$ cat config.mk
export PLATFORM = sky130hd
export DESIGN_NAME = fixed_point_accumulator_flat
export DESIGN_NICKNAME = d
export VERILOG_FILES = /design/src/rtl/fxp_pkg.sv /design/src/rtl/fixed_point_accumulator_if.sv /design/src/rtl/FixedPoint_AdderSub_Baseline.sv /design/src/rtl/fixed_point_accumulator.sv /design/src/flat_wrapper.sv
export SDC_FILE = /design/constraint.sdc
export NUM_CORES = 1
export LEC_CHECK = 0
export BUFFER_PORTS_ARGS = -buffer_cell sky130_fd_sc_hd__buf_2
export CAP_MARGIN = 20
export CORE_AREA = 2 2 81 83
export DETAILED_ROUTE_END_ITERATION = 8
export DIE_AREA = 0 0 83 85
export PLACE_DENSITY = 0.56
export SETUP_SLACK_MARGIN = 0.15
export SKIP_LAST_GASP = 1
export SYNTH_ARGS = -nofsm -noshare
export SYNTH_HDL_FRONTEND = slang
export SYNTH_SLANG_ARGS = --single-unit
$ cat constraint.sdc
create_clock -name clk -period 5.35 [get_ports clk]
set_input_delay 0.8025 -clock clk [delete_from_list [all_inputs] [get_ports clk]]
set_output_delay 0.8025 -clock clk [all_outputs]
set_load 0.1 [all_outputs]
$ cat src/rtl/fxp_pkg.sv
// Shared fixed-point definitions: accumulator FSM states, add/sub opcodes and
// saturation bounds for a two's-complement word of any width.
package fxp_pkg;

    typedef enum logic [1:0] {
        ST_IDLE  = 2'd0,
        ST_ACCUM = 2'd1,
        ST_DONE  = 2'd2
    } fxp_state_e;

    localparam logic OP_ADD = 1'b0;
    localparam logic OP_SUB = 1'b1;

    // Results are 64 bits wide; callers truncate to their own width.
    function automatic logic [63:0] FXP_MAX(input int unsigned width);
        return (64'd1 << (width - 1)) - 64'd1;
    endfunction

    function automatic logic [63:0] FXP_MIN(input int unsigned width);
        return 64'd1 << (width - 1);
    endfunction

endpackage

$ cat src/rtl/fixed_point_accumulator_if.sv
// Term-in / result-out bundle of the fixed-point accumulator. The slave
// modport is the accumulator side; master is whoever feeds and drains it.
interface fixed_point_accumulator_if #(
    parameter int WIDTH = 16,
    parameter int CNT_W = 8
);
    logic             start;
    logic [WIDTH-1:0] init_value;
    logic             in_valid;
    logic             in_ready;
    logic [WIDTH-1:0] in_data;
    logic             in_op;
    logic             in_last;
    logic             out_valid;
    logic             out_ready;
    logic [WIDTH-1:0] out_data;
    logic             out_overflow;
    logic             out_trunc;
    logic [CNT_W-1:0] term_count;

    modport slave (
        input  start, init_value, in_valid, in_data, in_op, in_last, out_ready,
        output in_ready, out_valid, out_data, out_overflow, out_trunc, term_count
    );

    modport master (
        output start, init_value, in_valid, in_data, in_op, in_last, out_ready,
        input  in_ready, out_valid, out_data, out_overflow, out_trunc, term_count
    );
endinterface

$ cat src/rtl/FixedPoint_AdderSub_Baseline.sv
// Combinational two's-complement adder/subtractor; subtract is invert+1 via
// carry-in, and overflowFlag reports a signed result outside the word range.
module FixedPoint_AdderSub_Baseline
    import fxp_pkg::*;
#(
    parameter int WIDTH = 16
) (
    input  logic [WIDTH-1:0] a,
    input  logic [WIDTH-1:0] b,
    input  logic             op,
    output logic [WIDTH-1:0] sum,
    output logic             overflowFlag
);
    logic [WIDTH-1:0] b_eff;
    logic [WIDTH-1:0] cin;

    assign b_eff = (op == OP_SUB) ? ~b : b;
    assign cin   = {{(WIDTH-1){1'b0}}, (op == OP_SUB)};
    assign sum   = a + b_eff + cin;

    // Subtracting the most-negative value yields b_eff = MAX with carry-in,
    // so the same sign rule flags it correctly.
    assign overflowFlag = (a[WIDTH-1] == b_eff[WIDTH-1]) && (sum[WIDTH-1] != a[WIDTH-1]);
endmodule

$ cat src/rtl/fixed_point_accumulator.sv
// Saturating running-sum stage: seeds from init_value, folds in one streamed
// term per cycle through the adder/subtractor, then presents the result.
//
//  state    | meaning
//  ST_IDLE  | waiting for start; last result still visible on the outputs
//  ST_ACCUM | accepting terms, one per cycle, until in_last or MAX_TERMS
//  ST_DONE  | result valid, held until out_ready
module fixed_point_accumulator
    import fxp_pkg::*;
#(
    parameter int WIDTH     = 16,
    parameter int MAX_TERMS = 255,
    parameter int CNT_W     = 8
) (
    input logic                      clk,
    input logic                      rst_n,
    fixed_point_accumulator_if.slave bus
);
    localparam logic [WIDTH-1:0] SAT_MAX  = WIDTH'(FXP_MAX(WIDTH));
    localparam logic [WIDTH-1:0] SAT_MIN  = WIDTH'(FXP_MIN(WIDTH));
    localparam logic [CNT_W-1:0] LAST_CNT = CNT_W'(MAX_TERMS - 1);

    fxp_state_e       state_q, state_d;
    logic [WIDTH-1:0] acc_q, acc_d;
    logic [CNT_W-1:0] cnt_q, cnt_d;
    logic             ovf_q, ovf_d;
    logic             trunc_q, trunc_d;

    logic [WIDTH-1:0] add_sum;
    logic             add_ovf;

    FixedPoint_AdderSub_Baseline #(
        .WIDTH(WIDTH)
    ) u_addsub (
        .a           (acc_q),
        .b           (bus.in_data),
        .op          (bus.in_op),
        .sum         (add_sum),
        .overflowFlag(add_ovf)
    );

    always_comb begin
        state_d = state_q;
        acc_d   = acc_q;
        cnt_d   = cnt_q;
        ovf_d   = ovf_q;
        trunc_d = trunc_q;
        case (state_q)
            ST_IDLE: begin
                if (bus.start) begin
                    acc_d   = bus.init_value;
                    cnt_d   = '0;
                    ovf_d   = 1'b0;
                    trunc_d = 1'b0;
                    state_d = ST_ACCUM;
                end
            end
            ST_ACCUM: begin
                if (bus.in_valid) begin
                    // Overflow only happens when both operands share a's sign,
                    // so clamping toward a's sign picks the correct rail.
                    if (add_ovf) begin
                        acc_d = acc_q[WIDTH-1] ? SAT_MIN : SAT_MAX;
                        ovf_d = 1'b1;
                    end else begin
                        acc_d = add_sum;
                    end
                    cnt_d = cnt_q + 1'b1;
                    if (bus.in_last) begin
                        state_d = ST_DONE;
                    end else if (cnt_q == LAST_CNT) begin
                        trunc_d = 1'b1;
                        state_d = ST_DONE;
                    end
                end
            end
            ST_DONE: begin
                if (bus.out_ready) begin
                    state_d = ST_IDLE;
                end
            end
            default: state_d = ST_IDLE;
        endcase
    end

    always_ff @(posedge clk) begin
        if (!rst_n) begin
            state_q <= ST_IDLE;
            acc_q   <= '0;
            cnt_q   <= '0;
            ovf_q   <= 1'b0;
            trunc_q <= 1'b0;
        end else begin
            state_q <= state_d;
            acc_q   <= acc_d;
            cnt_q   <= cnt_d;
            ovf_q   <= ovf_d;
            trunc_q <= trunc_d;
        end
    end

    assign bus.in_ready     = (state_q == ST_ACCUM);
    assign bus.out_valid    = (state_q == ST_DONE);
    assign bus.out_data     = acc_q;
    assign bus.out_overflow = ovf_q;
    assign bus.out_trunc    = trunc_q;
    assign bus.term_count   = cnt_q;
endmodule
$ cat src/flat_wrapper.sv
// flat-port wrapper written by rule: the top's interface ports become plain ports
module fixed_point_accumulator_flat import fxp_pkg::*;
#(
    parameter int WIDTH     = 16,
    parameter int MAX_TERMS = 255,
    parameter int CNT_W     = 8
)
  (clk, rst_n, bus_start, bus_init_value, bus_in_valid, bus_in_data, bus_in_op, bus_in_last, bus_out_ready, bus_in_ready, bus_out_valid, bus_out_data, bus_out_overflow, bus_out_trunc, bus_term_count);
  fixed_point_accumulator_if #(.WIDTH(WIDTH), .CNT_W(CNT_W)) bus_i ();
  input logic clk;
  input logic rst_n;
  input wire logic [$bits(bus_i.start)-1:0] bus_start;
  input wire logic [$bits(bus_i.init_value)-1:0] bus_init_value;
  input wire logic [$bits(bus_i.in_valid)-1:0] bus_in_valid;
  input wire logic [$bits(bus_i.in_data)-1:0] bus_in_data;
  input wire logic [$bits(bus_i.in_op)-1:0] bus_in_op;
  input wire logic [$bits(bus_i.in_last)-1:0] bus_in_last;
  input wire logic [$bits(bus_i.out_ready)-1:0] bus_out_ready;
  output wire logic [$bits(bus_i.in_ready)-1:0] bus_in_ready;
  output wire logic [$bits(bus_i.out_valid)-1:0] bus_out_valid;
  output wire logic [$bits(bus_i.out_data)-1:0] bus_out_data;
  output wire logic [$bits(bus_i.out_overflow)-1:0] bus_out_overflow;
  output wire logic [$bits(bus_i.out_trunc)-1:0] bus_out_trunc;
  output wire logic [$bits(bus_i.term_count)-1:0] bus_term_count;
  assign bus_i.start = bus_start;
  assign bus_i.init_value = bus_init_value;
  assign bus_i.in_valid = bus_in_valid;
  assign bus_i.in_data = bus_in_data;
  assign bus_i.in_op = bus_in_op;
  assign bus_i.in_last = bus_in_last;
  assign bus_i.out_ready = bus_out_ready;
  assign bus_in_ready = bus_i.in_ready;
  assign bus_out_valid = bus_i.out_valid;
  assign bus_out_data = bus_i.out_data;
  assign bus_out_overflow = bus_i.out_overflow;
  assign bus_out_trunc = bus_i.out_trunc;
  assign bus_term_count = bus_i.term_count;
  fixed_point_accumulator #(.WIDTH(WIDTH), .MAX_TERMS(MAX_TERMS), .CNT_W(CNT_W)) u_core (.clk(clk), .rst_n(rst_n), .bus(bus_i));
endmodule
Yosys cells after proc, flatten, opt, wreduce, memory -nomap -nowiden
Index checks and enable logic that the tools add are counted.
{"block": "classes", "n_addsub": 3, "multipliers": 0, "div": 0, "order_cmp": 0, "eq_ne": 12, "n_shift": 0, "mux": 23, "bitwise_logic": 1, "reduce_logical": 7}
{"cell": "2-to-1 mux 16 bit", "n": 5}
{"cell": "case mux 16 bit (2 select lines)", "n": 1}
{"cell": "adder 16 x 1 -> 16 bit", "n": 1}
{"cell": "adder 16 bit", "n": 1}
{"cell": "2-to-1 mux 8 bit", "n": 2}
{"cell": "inverter 16 bit", "n": 1}
{"cell": "case mux 8 bit (2 select lines)", "n": 1}
{"cell": "2-to-1 mux 2 bit", "n": 5}
{"cell": "adder 8 x 1 -> 8 bit (second input constant)", "n": 1}
{"cell": "== test 8 bit (second input constant)", "n": 1}
{"cell": "!= test 2 bit (second input constant)", "n": 4}
{"cell": "AND reduction 4 bit", "n": 2}
{"cell": "2-to-1 mux 1 bit", "n": 6}
{"cell": "case mux 2 bit (3 select lines)", "n": 1}
{"cell": "AND reduction 5 bit", "n": 1}
{"cell": "!= test 2 x 1 -> 1 bit (second input constant)", "n": 2}
{"cell": "case mux 1 bit (2 select lines)", "n": 2}
{"cell": "!= test 3 x 2 -> 1 bit (second input constant)", "n": 1}
{"cell": "AND reduction 3 bit", "n": 1}
{"cell": "== test 2 x 1 -> 1 bit (second input constant)", "n": 1}
{"cell": "== test 2 bit (second input constant)", "n": 1}
{"cell": "zero test 2 bit", "n": 1}
{"cell": "nonzero test 2 bit", "n": 1}
{"cell": "== test 1 bit", "n": 1}
{"cell": "other kinds (2)", "n": 2}
{"block": "word_totals", "regBits": 28, "latch_bits": 0, "ramBits": 0, "romBits": 0, "in_bits": 39, "out_inout_bits": 28, "word_cells": 51, "mem_count": 0}

Longest topological paths before layout
Gate-level depths: netlist of the first run.
{"block": "depth", "ltp_word": 9, "depth_mapped": 13}

By module
Synthesis of the first run repeated with hierarchy kept, for this count alone.
{"block": "unflattened", "cells_unflattened": 285, "hier_area_um2": 2384.8}
{"module": "fixed_point_accumulator", "instances": 1, "cells_each": 165, "area_each_um2": 1436.4, "seq_area_each_um2": 560.5}
{"module": "FixedPoint_AdderSub_Baseline", "instances": 1, "cells_each": 120, "area_each_um2": 948.4, "seq_area_each_um2": 0.0}

Worst setup path after synthesis of the first run
Ideal clock, no wire load.
{"block": "synth_path", "kind": "input to register", "start": "in bus_in_op", "end": "reg u_core.acc_q[11], in the netlist u_core.bus.out_data[11]", "setup_ns": 0.123, "t_arrival_ns": 3.233, "path_slack_ns": 1.994, "cell_stages": 13, "path_cell_list": "buf_6 > clkbuf_1 > xor2_1 > ha_1 > a21o_1 > nor3_1 > nor4_2 > a21oi_4 > a21oi_2 > o31a_4 > buf_6 > nor2_8 > a21oi_2"}
{"block": "synth_via", "elab_chain_cells": 8, "elab_cells_between_ends": 9, "classes_between": "2 x add/sub; 2 x eq/ne; 4 x mux; 1 x reduce/logical"}
{"item": "start: declaration", "line": "flat_wrapper.sv:16", "rtl": "input wire logic [$bits(bus_i.in_op)-1:0] bus_in_op;"}
{"item": "2-to-1 mux 16 bit", "line": "FixedPoint_AdderSub_Baseline.sv:17", "rtl": "assign b_eff = (op == OP_SUB) ? ~b : b;"}
{"item": "adder 16 bit", "line": "FixedPoint_AdderSub_Baseline.sv:19", "rtl": "assign sum = a + b_eff + cin;"}
{"item": "adder 16 x 1 -> 16 bit", "line": "FixedPoint_AdderSub_Baseline.sv:19"}
{"item": "!= test 1 bit", "line": "FixedPoint_AdderSub_Baseline.sv:23", "rtl": "assign overflowFlag = (a[WIDTH-1] == b_eff[WIDTH-1]) && (sum[WIDTH-1] != a[WIDTH-1]);"}
{"item": "logical AND 1 bit", "line": "FixedPoint_AdderSub_Baseline.sv:23"}
{"item": "2-to-1 mux 16 bit (*)", "line": "fixed_point_accumulator.sv:62", "rtl": "if (add_ovf) begin"}
{"item": "2-to-1 mux 16 bit (*)", "line": "fixed_point_accumulator.sv:59", "rtl": "if (bus.in_valid) begin"}
{"item": "case mux 16 bit (2 select lines) (*)", "line": "fixed_point_accumulator.sv:48", "rtl": "case (state_q)"}
{"item": "end signal: assignment", "line": "fixed_point_accumulator.sv:89", "rtl": "acc_q <= '0;"}
{"item": "end signal: assignment", "line": "fixed_point_accumulator.sv:95", "rtl": "acc_q <= acc_d;"}
{"item": "end: declaration", "line": "fixed_point_accumulator.sv:24", "rtl": "logic [WIDTH-1:0] acc_q, acc_d;"}
Every way passes the cells marked *; elsewhere a longest branch is shown, timed or not. The select of a mux whose other input is x is not followed.
A chain may end at the register's enable or synchronous reset.

Worst setup path after layout of the first run
{"block": "layout_path", "start": "in bus_in_op", "end": "reg u_core.acc_q[10], in the netlist u_core.bus.out_data[10]"}
The elaborated chain is that of the path after synthesis.

==> summary.md, run 1 <==
| Metric | Value |
|---|---|
| PostCTS Resize Cnt | `0` |
| CTS Buf Count | `3` |
| CTS max path bufs | `2` |
| Final Setup Violations | `0` |
| Dominant cells by area after synthesis | `dfxtp_1 (25%), ha_1 (9.3%), xor2_1 (8.4%), o211ai_1 (5.6%), a21oi_2 (4.6%)` |
| Cts hold-fix bufs | `0` |
| Iter 0 DRT Violations | `113` |
| Post-Place Cell Area | `2644 sq um` |
| Clk pwr share | `0.189` |
| Worst vdd rail ir drop | `0.1608 mV` |
| Fin cells | `415` |
| Congestion Overflow GR | `0` |
| Hpwl dp | `4497 um` |
| Layout Skew | `0.002531 ns` |
| WP data required | `5.54 ns` |
| Port Buffers | `66` |
| Drt drc | `0` |
| Sw Ratio | `0.4859` |
| # clock sinks | `28` |
| TNS Setup | `0 ns` |
| DRT Pass-1 Iters | `4` |
| Startpoint types | `primary input` |
| Largest net degree at the start of global routing | `36` |
| Data arrival, critical path | `3.40 ns` |
| Starting density of the core | `0.3678` |
| CTS tree | `done` |
| Vias in the first global route | `2146` |
| Die width | `83 um` |
| #FFs+latches synth | `28` |
| Vias per inst | `5.383` |
| Tightest Pin Transition | `0.9728 ns` |
| First-pass GRT wire length | `9984 um` |
| CP dominant cell by count | `a21oi_1` |
| Synth Area per Inst | `8.151 sq um` |
| Final wirelength | `6054 um` |
| PwrDens | `345.3 nW/um^2` |
| Worst-path cell chain | `buf_2 -> xor2_1 -> inv_1 -> fa_1 -> nand2b_1 -> a21oi_1 -> nor2_1 -> o41ai_1 -> a21oi_1 -> xnor2_1 -> a21oi_2 -> o21ai_1` |
| Area grow syn2layout | `18.97%` |
| Tot GR Track Use | `0.1704` |
| Post-Syn Instances | `280` |
| Rel. slew slack | `0.3515` |
| Initial antenna violation count | `0` |
| YS warnings | `0` |
| Final Hold Fails | `0` |
| Post-CTS setup buffer count | `0` |
| Status | `complete, no violations` |
| Period utilization | `0.6004` |
| Final min period | `3.212 ns` |
| P_int | `0.4819 mW` |
| Post-synth ARST share | `0` |
| Fillers | `664` |
| Core area | `6205 sq um` |
| RSZ-0062 raised after global routing | `no` |
| Post-synth net total | `337` |
| Critical Setup Path Class | `in -> reg` |
| Max-cap viol count | `0` |
| Wire length per cell | `14.59 um` |
| EDFF count, synth | `0` |
| Gate power share | `0.544` |
| Antenna Nets Post-Route | `0` |
| Mapped cell area | `2282 sq um` |
| WP buf/inv | `2` |
| Slew Viols, Final | `0` |
| I/O pin count | `67` |
| Total power | `0.9376 mW` |
| Crit path largest cell delay | `0.41 ns` |
| Crit path max-delay family | `compound AO/OA/AOI/OAI gates` |
| Cell total after placement | `411` |
| Die area | `7055 sq um` |
| Fmax | `311.3 MHz` |
| Clock Tree Root | `clkbuf_8` |
| Pleak | `1.183 nW` |
| FP Rows | `29` |
| Netlist cell types | `46` |
| Final instance area | `2715 sq um` |
| HP Class | `reg -> reg` |
| Max H-tree Level | `1` |
| Via count | `2234` |
| Max Fanout on Critical Path | `17` |
| Synth top area share | `0.2456` |
| Synth area leader | `dfxtp_1` |
| Ant. Diodes | `0` |
| Nets | `396` |
| Switching Power | `0.4556 mW` |
| DIE HEIGHT | `85 um` |
| Post-synthesis sequential area ratio | `0.2456` |
| Crit. End Element | `flop` |
| Placer congestion estimate | `0.8216` |
| Worst-Skew Late Latency | `0.28 ns` |
| Share of cells above drive strength 1 | `0.2692` |
| Power share of the sequential group | `0.268` |
| Slowest CP cell | `fa_1` |
| CTS clock-pin slew for the worst setup and hold paths | `0.11 ns` |
| Ys flop type | `dfxtp_1` |
## layout make-up
class,instances,area [sq um],area share
inverters,6,22.52,0.008295
clock buffers,3,41.29,0.01521
flip-flops and latches,28,560.5,0.2065
multi-input cells,233,1627,0.5991
repair buffers,67,337.8,0.1244
well taps,77,96.34,0.03548
clock inverters,1,30.03,0.01106
## synth_stat cells, types with 3 or more instances
library cell / number
a21o_1: 5
o211ai_1: 17
o21ai_1: 14
buf_6: 3
dfxtp_1: 28
nor2b_1: 3
nor2_1: 20
xor2_1: 22
o21a_1: 4
nor3_1: 10
nand2b_1: 6
inv_1: 6
o32ai_1: 3
nand2_1: 15
a21oi_1: 19
xnor2_1: 8
or3_1: 6
ha_1: 17
nand4_1: 3
a21oi_2: 12
nand3_1: 13
o21ai_0: 12
clkbuf_1: 8
## layout by cell type (no fill, tap or decap), drive strengths merged, types with 10 or more instances in the layout
cell	count
a21oi	32
dfxtp	28
o21ai	26
o211ai	17
nand2	16
nand3	14
ha	17
buf	67
nor2	21
nor3	10
xor2	22
## flip-flops by register name (all words and copies together), names as in the netlist
signal                   cells
u_core.bus.out_overflow      1
u_core.bus.out_data         16
u_core.state_q               2
u_core.bus.term_count        8
u_core.bus.out_trunc         1
## power groups by stage
stage | logic [mW] | registers [mW] | clock network [mW]
after floorplan | 0.277 | 0.402 | 0
after global placement | 0.509 | 0.256 | 0
after detailed placement | 0.511 | 0.256 | 0
after CTS | 0.513 | 0.251 | 0.184
after global routing | 0.550 | 0.255 | 0.192
final | 0.510 | 0.251 | 0.177
## worst register-to-register path, delay by kind of cell, from the launching register on
kind | cells | cell delay, ns
compound gates | 5 | 0.98
xor+xnor | 1 | 0.15
fa+ha+maj | 1 | 0.43
flops | 1 | 0.41
mux | 1 | 0.13
simple gates | 2 | 0.30
## metrics by stage
stage | hold slack, ns | setup slack (ns) | util
floorplan | 0.5791 | 1.994 | -
global placement | 0.4713 | 1.913 | 0.4261
detailed placement | 0.4725 | 1.805 | 0.4261
CTS | 0.4921 | 2.129 | 0.4376
global route | 0.5105 | 1.924 | 0.4376
finish | 0.4874 | 2.138 | 0.4376
## routing by layer
layer / routed length [um] / up-vias / track usage
li1: - / 1132 / -
met5: 0 / - / 0
met4: 30 / 0 / 0.02832
met2: 2935 / 68 / 0.2984
met1: 2779 / 1032 / 0.2206
met3: 308 / 2 / 0.03502
## path summary, 6_finish.rpt
path | start | depth (start not counted) | slack [ns] | to
max reg2reg | u_core.bus.out_data[0] | 10 | 2.85 | u_core.bus.out_data[10]
min reg2reg | u_core.bus.out_data[4] | 2 | 0.49 | u_core.bus.out_data[4]
min | u_core.bus.out_data[4] | 2 | 0.49 | u_core.bus.out_data[4]
max | bus_in_op | 12 | 2.14 | u_core.bus.out_data[10]
## cells by family after synthesis
logic type | synth area share
buffers and inverters | 0.04166
XOR/XNOR | 0.1151
AND/OR/NAND/NOR | 0.1974
multiplexers | 0.006029
adder cells (fa/ha/maj) | 0.1020
flip-flops | 0.2456
AO/OA/AOI/OAI | 0.2922
Power figures use the tool's default switching activity.
==> run 2, diff against run 1 <==
==> constraint.sdc (replaced) <==
create_clock -name clk -period 3 [get_ports clk]
set_input_delay 0.45 -clock clk [delete_from_list [all_inputs] [get_ports clk]]
set_output_delay 0.45 -clock clk [all_outputs]
set_load 0.1 [all_outputs]
==> summary.md, run 2 (synthesized netlist as in run 1, its figures left out) <==
| Metric | Value |
|---|---|
| Status | `complete, no violations` |
| PwrDens | `585.8 nW/um^2 (+70%)` |
| FP Rows | `29 (unchanged)` |
| Data arrival, critical path | `2.86 ns (-0.54 ns)` |
| Gate power share | `0.577 (+0.033)` |
| Final Hold Fails | `0 (unchanged)` |
| PostCTS Resize Cnt | `0 (unchanged)` |
| Layout Skew | `0.003506 ns (+0.0009745 ns)` |
| Worst-Skew Late Latency | `0.28 ns (about the same)` |
| Port Buffers | `66 (unchanged)` |
| Drt drc | `0 (unchanged)` |
| Max Fanout on Critical Path | `12 (-5)` |
| Worst vdd rail ir drop | `0.2242 mV (+39%)` |
| CTS clock-pin slew for the worst setup and hold paths | `0.10 ns (about the same)` |
| Crit path max-delay family | `compound AO/OA/AOI/OAI gates` |
| # clock sinks | `28 (unchanged)` |
| Slew Viols, Final | `0 (unchanged)` |
| Worst-path cell chain | `buf_2 -> buf_4 -> xor2_1 -> ha_1 -> a21oi_1 -> o21ai_1 -> a21oi_4 -> a21oi_2 -> o31a_4 -> buf_12 -> nor2_8 -> o2bb2ai_2` |
| Layout Utilization | `0.4533 (+0.01573)` |
| Final wirelength | `6090 um (+0.59%)` |
| Die width | `83 um (unchanged)` |
| First-pass GRT wire length | `10410 um (+4.3%)` |
| Crit. End Element | `flop` |
| DRT Pass-1 Iters | `4 (unchanged)` |
| Max-cap viol count | `0 (unchanged)` |
| Pleak | `1.241 nW (+4.9%)` |
| WP buf/inv | `3 (+1)` |
| Antenna Nets Post-Route | `0 (unchanged)` |
| Final min period | `2.677 ns` |
| Sw Ratio | `0.4935 (+0.007559)` |
| Rel. slew slack | `0.5977 (+0.2462)` |
| Core area | `6205 sq um (unchanged)` |
| Slowest CP cell | `o31a_4` |
| Share of cells above drive strength 1 | `0.3048 (+0.03561)` |
| Reg area | `564.3 sq um (+0.67%)` |
| Largest net degree at the start of global routing | `36 (unchanged)` |
| P_int | `0.8345 mW (+73%)` |
| Max H-tree Level | `1 (unchanged)` |
| Die area | `7055 sq um (unchanged)` |
| Startpoint types | `primary input` |
| Fillers | `677 (+2.0%)` |
| WP data required | `3.18 ns (-2.36 ns)` |
| Worst path depth | `12 (unchanged)` |
| Ant. Diodes | `0 (unchanged)` |
| Starting density of the core | `0.3678 (unchanged)` |
| CTS Buf Count | `3 (unchanged)` |
| Tightest Pin Transition | `0.6034 ns (-0.3693 ns)` |
| Multi-input gate area | `1627 sq um (unchanged)` |
| TNS Setup | `0 ns (unchanged)` |
| Most common cell after layout, fill and taps aside | `buf_2` |
| Cell depth of the worst hold path | `3 (+1)` |
| Tot GR Track Use | `0.1780 (+0.007547)` |
| Clock Tree Root | `clkbuf_8` |
| Via count | `2230 (-0.18%)` |
| Area grow syn2layout | `23.25%` |
| Iter 0 DRT Violations | `67 (-41%)` |
| Hpwl dp | `4869 um (+8.3%)` |
| Switching Power | `0.8131 mW (+78%)` |
| Congestion Overflow GR | `0 (unchanged)` |
| Wire length per cell | `14.23 um (-2.5%)` |
| CTS max path bufs | `2 (unchanged)` |
| Number of flip-flops in the largest register | `16 (unchanged)` |
| CTS tree | `done` |
| Placer congestion estimate | `0.8314 (+1.2%)` |
| DIE HEIGHT | `85 um (unchanged)` |
| Vias per inst | `5.210 (-3.2%)` |
| Clk pwr share | `0.151 (-0.038)` |
| Crit path largest cell delay | `0.45 ns (+0.04 ns)` |
| Critical Setup Path Class | `in -> reg` |
| Cells on worst reg2reg path | `10 (unchanged)` |
| Nets | `409 (+3.3%)` |
| Fmax | `373.5 MHz` |
| I/O pin count | `67 (unchanged)` |
| HP Class | `in -> reg` |
| Most frequent cells in the layout | `buf_2 (66), dfxtp_1 (25), xor2_1 (22), nor2_1 (20), a21oi_1 (19)` |
| Power share of the sequential group | `0.272 (+0.004)` |
| Initial antenna violation count | `0 (unchanged)` |
| Vias in the first global route | `2189 (+2.0%)` |
| RSZ-0062 raised after global routing | `no` |
| Final Setup Violations | `0 (unchanged)` |
| Period utilization | `0.8924` |
==> run 2: changes by cell type in the layout (fill, tap and decap cells not counted), sizes merged <==
cell	change
clkbuf	+1
buf	+13
bufinv	-1
==> run 2: stage by stage <==
step | instances | total power, mW | hold slack, ns | worst slack [ns] | area (sq um)
2_1_floorplan | 280 | 1.212 | 0.5791 | 0.1866 | 2287
4_1_cts | 424 | 1.640 | 0.4424 | 0.3568 | 2770
6_report | 428 | 1.648 | 0.4346 | 0.3228 | 2813
3_3_place_gp | 420 | 1.385 | 0.4502 | 0.06262 | 2715
5_1_grt | 428 | 1.758 | 0.4538 | 0.1603 | 2813
3_5_place_dp | 420 | 1.388 | 0.4597 | 0.04266 | 2715
==> run 2: cell type report <==
type	instances	area share
timing repair buffer	80	0.1593
clock buffer	4	0.01957
sequential	28	0.2006
multi-input combinational	233	0.5783
tap	77	0.03425
inverter	6	0.008007
==> run 2: worst paths after layout <==
| kind | start | endpoint | slack, ns |
|---|---|---|---|
| worst min register to register | u_core.bus.out_data[4] | u_core.bus.out_data[4] | 0.49 |
| worst min-delay path | bus_out_ready | u_core.state_q[1] | 0.43 |
| worst max-delay path | bus_in_op | u_core.bus.out_data[14] | 0.32 |
| worst max register to register | u_core.bus.out_data[0] | u_core.bus.out_data[10] | 0.56 |
==> run 2: timing repair <==
item                                    in CTS  in global routing
buffers inserted                             0                  4
endpoints found under the setup margin       0                  1
hold endpoints to repair                     0                  0
hold buffers                                 0                  0
==> run 2: power by group through the flow <==
stage | combinational [mW] | sequential [mW] | clock (mW)
2_1_floorplan | 0.494 | 0.718 | 0
3_3_place_gp | 0.928 | 0.458 | 0
6_report | 0.951 | 0.448 | 0.248
4_1_cts | 0.933 | 0.450 | 0.258
3_5_place_dp | 0.930 | 0.458 | 0
5_1_grt | 1.03 | 0.455 | 0.272
==> run 2: metal layers <==
metal | vias to the layer above | share of wire | GRT usage
li1 | 1164 | - | -
met1 | 1007 | 0.47 | 0.2338
met2 | 51 | 0.48 | 0.3101
met3 | 8 | 0.039 | 0.02237
met4 | 0 | 0.013 | 0.04620
met5 | - | 0 | 0
==> run 2: worst min-delay path, stage by stage <==
cell and delay [ns]:
buf_2 0.07, nand2b_1 0.08, a21boi_0 0.07
==> run 3, diff against run 2 <==
--- a/config.mk
+++ b/config.mk
@@ -11,6 +11,7 @@
 export DETAILED_ROUTE_END_ITERATION = 8
 export DIE_AREA = 0 0 83 85
 export PLACE_DENSITY = 0.56
+export RECOVER_POWER = 100
 export SETUP_SLACK_MARGIN = 0.15
 export SKIP_LAST_GASP = 1
 export SYNTH_ARGS = -nofsm -noshare
==> summary.md, run 3 (synthesized netlist as in run 1, its figures left out) <==
| Metric | Value |
|---|---|
| Status | `complete, no violations` |
| Startpoint types | `primary input` |
| Crit. End Element | `flop` |
| Largest net degree at the start of global routing | `36 (unchanged)` |
| Max Fanout on Critical Path | `12 (unchanged)` |
| Hold wc startpoint | `bus_out_ready` |
| Vias in the first global route | `2189 (unchanged)` |
| Worst-Skew Late Latency | `0.28 ns (about the same)` |
| Fmax | `365.9 MHz (-2.0%)` |
| RSZ-0062 raised after global routing | `no` |
| Drt drc | `0 (unchanged)` |
| Cells on worst reg2reg path | `10 (unchanged)` |
| Most frequent cells in the layout | `buf_2 (37), clkbuf_1 (32), dfxtp_1 (25), xor2_1 (22)` |
| CTS clock-pin slew for the worst setup and hold paths | `0.10 ns (about the same)` |
| WP data required | `3.18 ns (about the same)` |
| DRT Pass-1 Iters | `4 (unchanged)` |
| Worst slack, placed | `0.04266 ns (unchanged)` |
| FP Rows | `29 (unchanged)` |
| Max-cap viol count | `0 (unchanged)` |
| Rel. slew slack | `0.2163 (-0.3814)` |
| Wire length per cell | `14.35 um (+0.85%)` |
| Port Buffers | `66 (unchanged)` |
| Final min period | `2.733 ns (+0.05544 ns)` |
| Max H-tree Level | `1 (unchanged)` |
| Hpwl dp | `4869 um (unchanged)` |
| Worst vdd rail ir drop | `0.2337 mV (+4.3%)` |
| Hold Crit Endpoint | `u_core.state_q[1]` |
| Core area | `6205 sq um (unchanged)` |
| Total power | `1.627 mW (-1.3%)` |
| Cts hold-fix bufs | `0 (unchanged)` |
| Share of cells above drive strength 1 | `0.2080 (-0.09687)` |
| Post-CTS setup buffer count | `0 (unchanged)` |
| I/O pin count | `67 (unchanged)` |
| Tightest Pin Transition | `1.181 ns (+0.5772 ns)` |
| Vias per inst | `5.171 (-0.76%)` |
| Most common cell after layout, fill and taps aside | `buf_2` |
| Critical Setup Path Class | `in -> reg` |
| Iter 0 DRT Violations | `76 (+13%)` |
| Cell total after placement | `420 (unchanged)` |
| Layout Skew | `0.002340 ns (-0.001166 ns)` |
| Pleak | `1.110 nW (-11%)` |
| Initial antenna violation count | `0 (unchanged)` |
| Placer congestion estimate | `0.8314 (unchanged)` |
| HP Class | `in -> reg` |
| Final Hold Fails | `0 (unchanged)` |
| Clock Tree Root | `clkbuf_8` |
| Congestion Overflow GR | `0 (unchanged)` |
| Number of flip-flops in the largest register | `16 (unchanged)` |
| Die area | `7055 sq um (unchanged)` |
| Period utilization | `0.9109 (+0.01848)` |
| DIE HEIGHT | `85 um (unchanged)` |
| TNS Setup | `0 ns (unchanged)` |
| Final instance area | `2753 sq um (-2.1%)` |
| Cell depth of the worst hold path | `3 (unchanged)` |
| Data arrival, critical path | `2.91 ns (+0.05 ns)` |
| Tot GR Track Use | `0.1780 (unchanged)` |
| Reg area | `564.3 sq um (unchanged)` |
| Die width | `83 um (unchanged)` |
| Antenna Nets Post-Route | `0 (unchanged)` |
| Reg2reg end | `u_core.bus.out_data[14]` |
| Worst r2r src | `u_core.bus.out_data[6]` |
| PwrDens | `590.9 nW/um^2 (+0.88%)` |
| Fillers | `701 (+3.5%)` |
| CTS Buf Count | `3 (unchanged)` |
| CTS max path bufs | `2 (unchanged)` |
| Area grow syn2layout | `20.61%` |
| Nets | `409 (unchanged)` |
| Multi-input gate area | `1617 sq um (-0.62%)` |
| Final Setup Violations | `0 (unchanged)` |
| Post-Place Cell Area | `2715 sq um (unchanged)` |
| R2R setup slack | `0.53 ns (-0.03 ns)` |
| Starting density of the core | `0.3678 (unchanged)` |
| Minimum hold slack | `0.4333 ns (-0.001358 ns)` |
| CTS tree | `done` |
| Final wirelength | `6142 um (+0.85%)` |
| Slew Viols, Final | `0 (unchanged)` |
| # clock sinks | `28 (unchanged)` |
| Setup ws final | `0.2674 ns (-0.05544 ns)` |
| PostCTS Resize Cnt | `0 (unchanged)` |
| Via count | `2213 (-0.76%)` |
| First-pass GRT wire length | `10410 um (unchanged)` |
| Layout Utilization | `0.4436 (-0.009679)` |
| Fin cells | `428 (unchanged)` |
| Ant. Diodes | `0 (unchanged)` |
run 3: cell count changes in the layout (fill, tap and decap cells not counted), sizes merged:
cell    change
buf        -35
clkbuf     +35
run 3: how the worst max path moves through the flow:
stage,end,start,cells after the start
after floorplan,u_core.bus.out_data[11],bus_in_op,13
after global placement,u_core.bus.out_data[10],bus_in_op,12
after detailed placement,u_core.bus.out_data[0],bus_in_op,11
after CTS,u_core.bus.out_data[0],bus_in_op,11
after global routing,u_core.bus.out_data[14],bus_in_op,12
final,u_core.bus.out_data[14],bus_in_op,12
run 3: critical path, stage by stage:
cell       delay [ns]
clkbuf_2         0.18
buf_4            0.19
xor2_1           0.16
ha_1             0.32
a21oi_1          0.28
o21ai_1          0.19
a21oi_4          0.21
a21oi_2          0.11
o31a_4           0.45
buf_12           0.16
nor2_8           0.12
o2bb2ai_1        0.09
run 3: cell type report:
| cell class | count | share of cell area |
|---|---|---|
| Timing Repair Buffer | 80 | 0.1445 |
| Inverter | 6 | 0.008182 |
| Clock buffer | 4 | 0.02000 |
| Sequential cell | 28 | 0.2050 |
| Multi-Input combinational cell | 233 | 0.5873 |
| Tap cell | 77 | 0.03500 |
run 3: power by group:
part | switching [mW] | internal (mW) | total, mW
Sequential | 0.0370 | 0.412 | 0.449
Combinational | 0.645 | 0.283 | 0.928
Clock | 0.131 | 0.118 | 0.249
Total | 0.813 | 0.814 | 1.63
run 3: layer usage:
layer / vias to the layer above / GRT usage / part of all wire
li1: 1163 / - / -
met1: 998 / 0.2338 / 0.48
met2: 45 / 0.3101 / 0.47
met3: 7 / 0.02237 / 0.033
met4: 0 / 0.04620 / 0.013
met5: - / 0 / 0
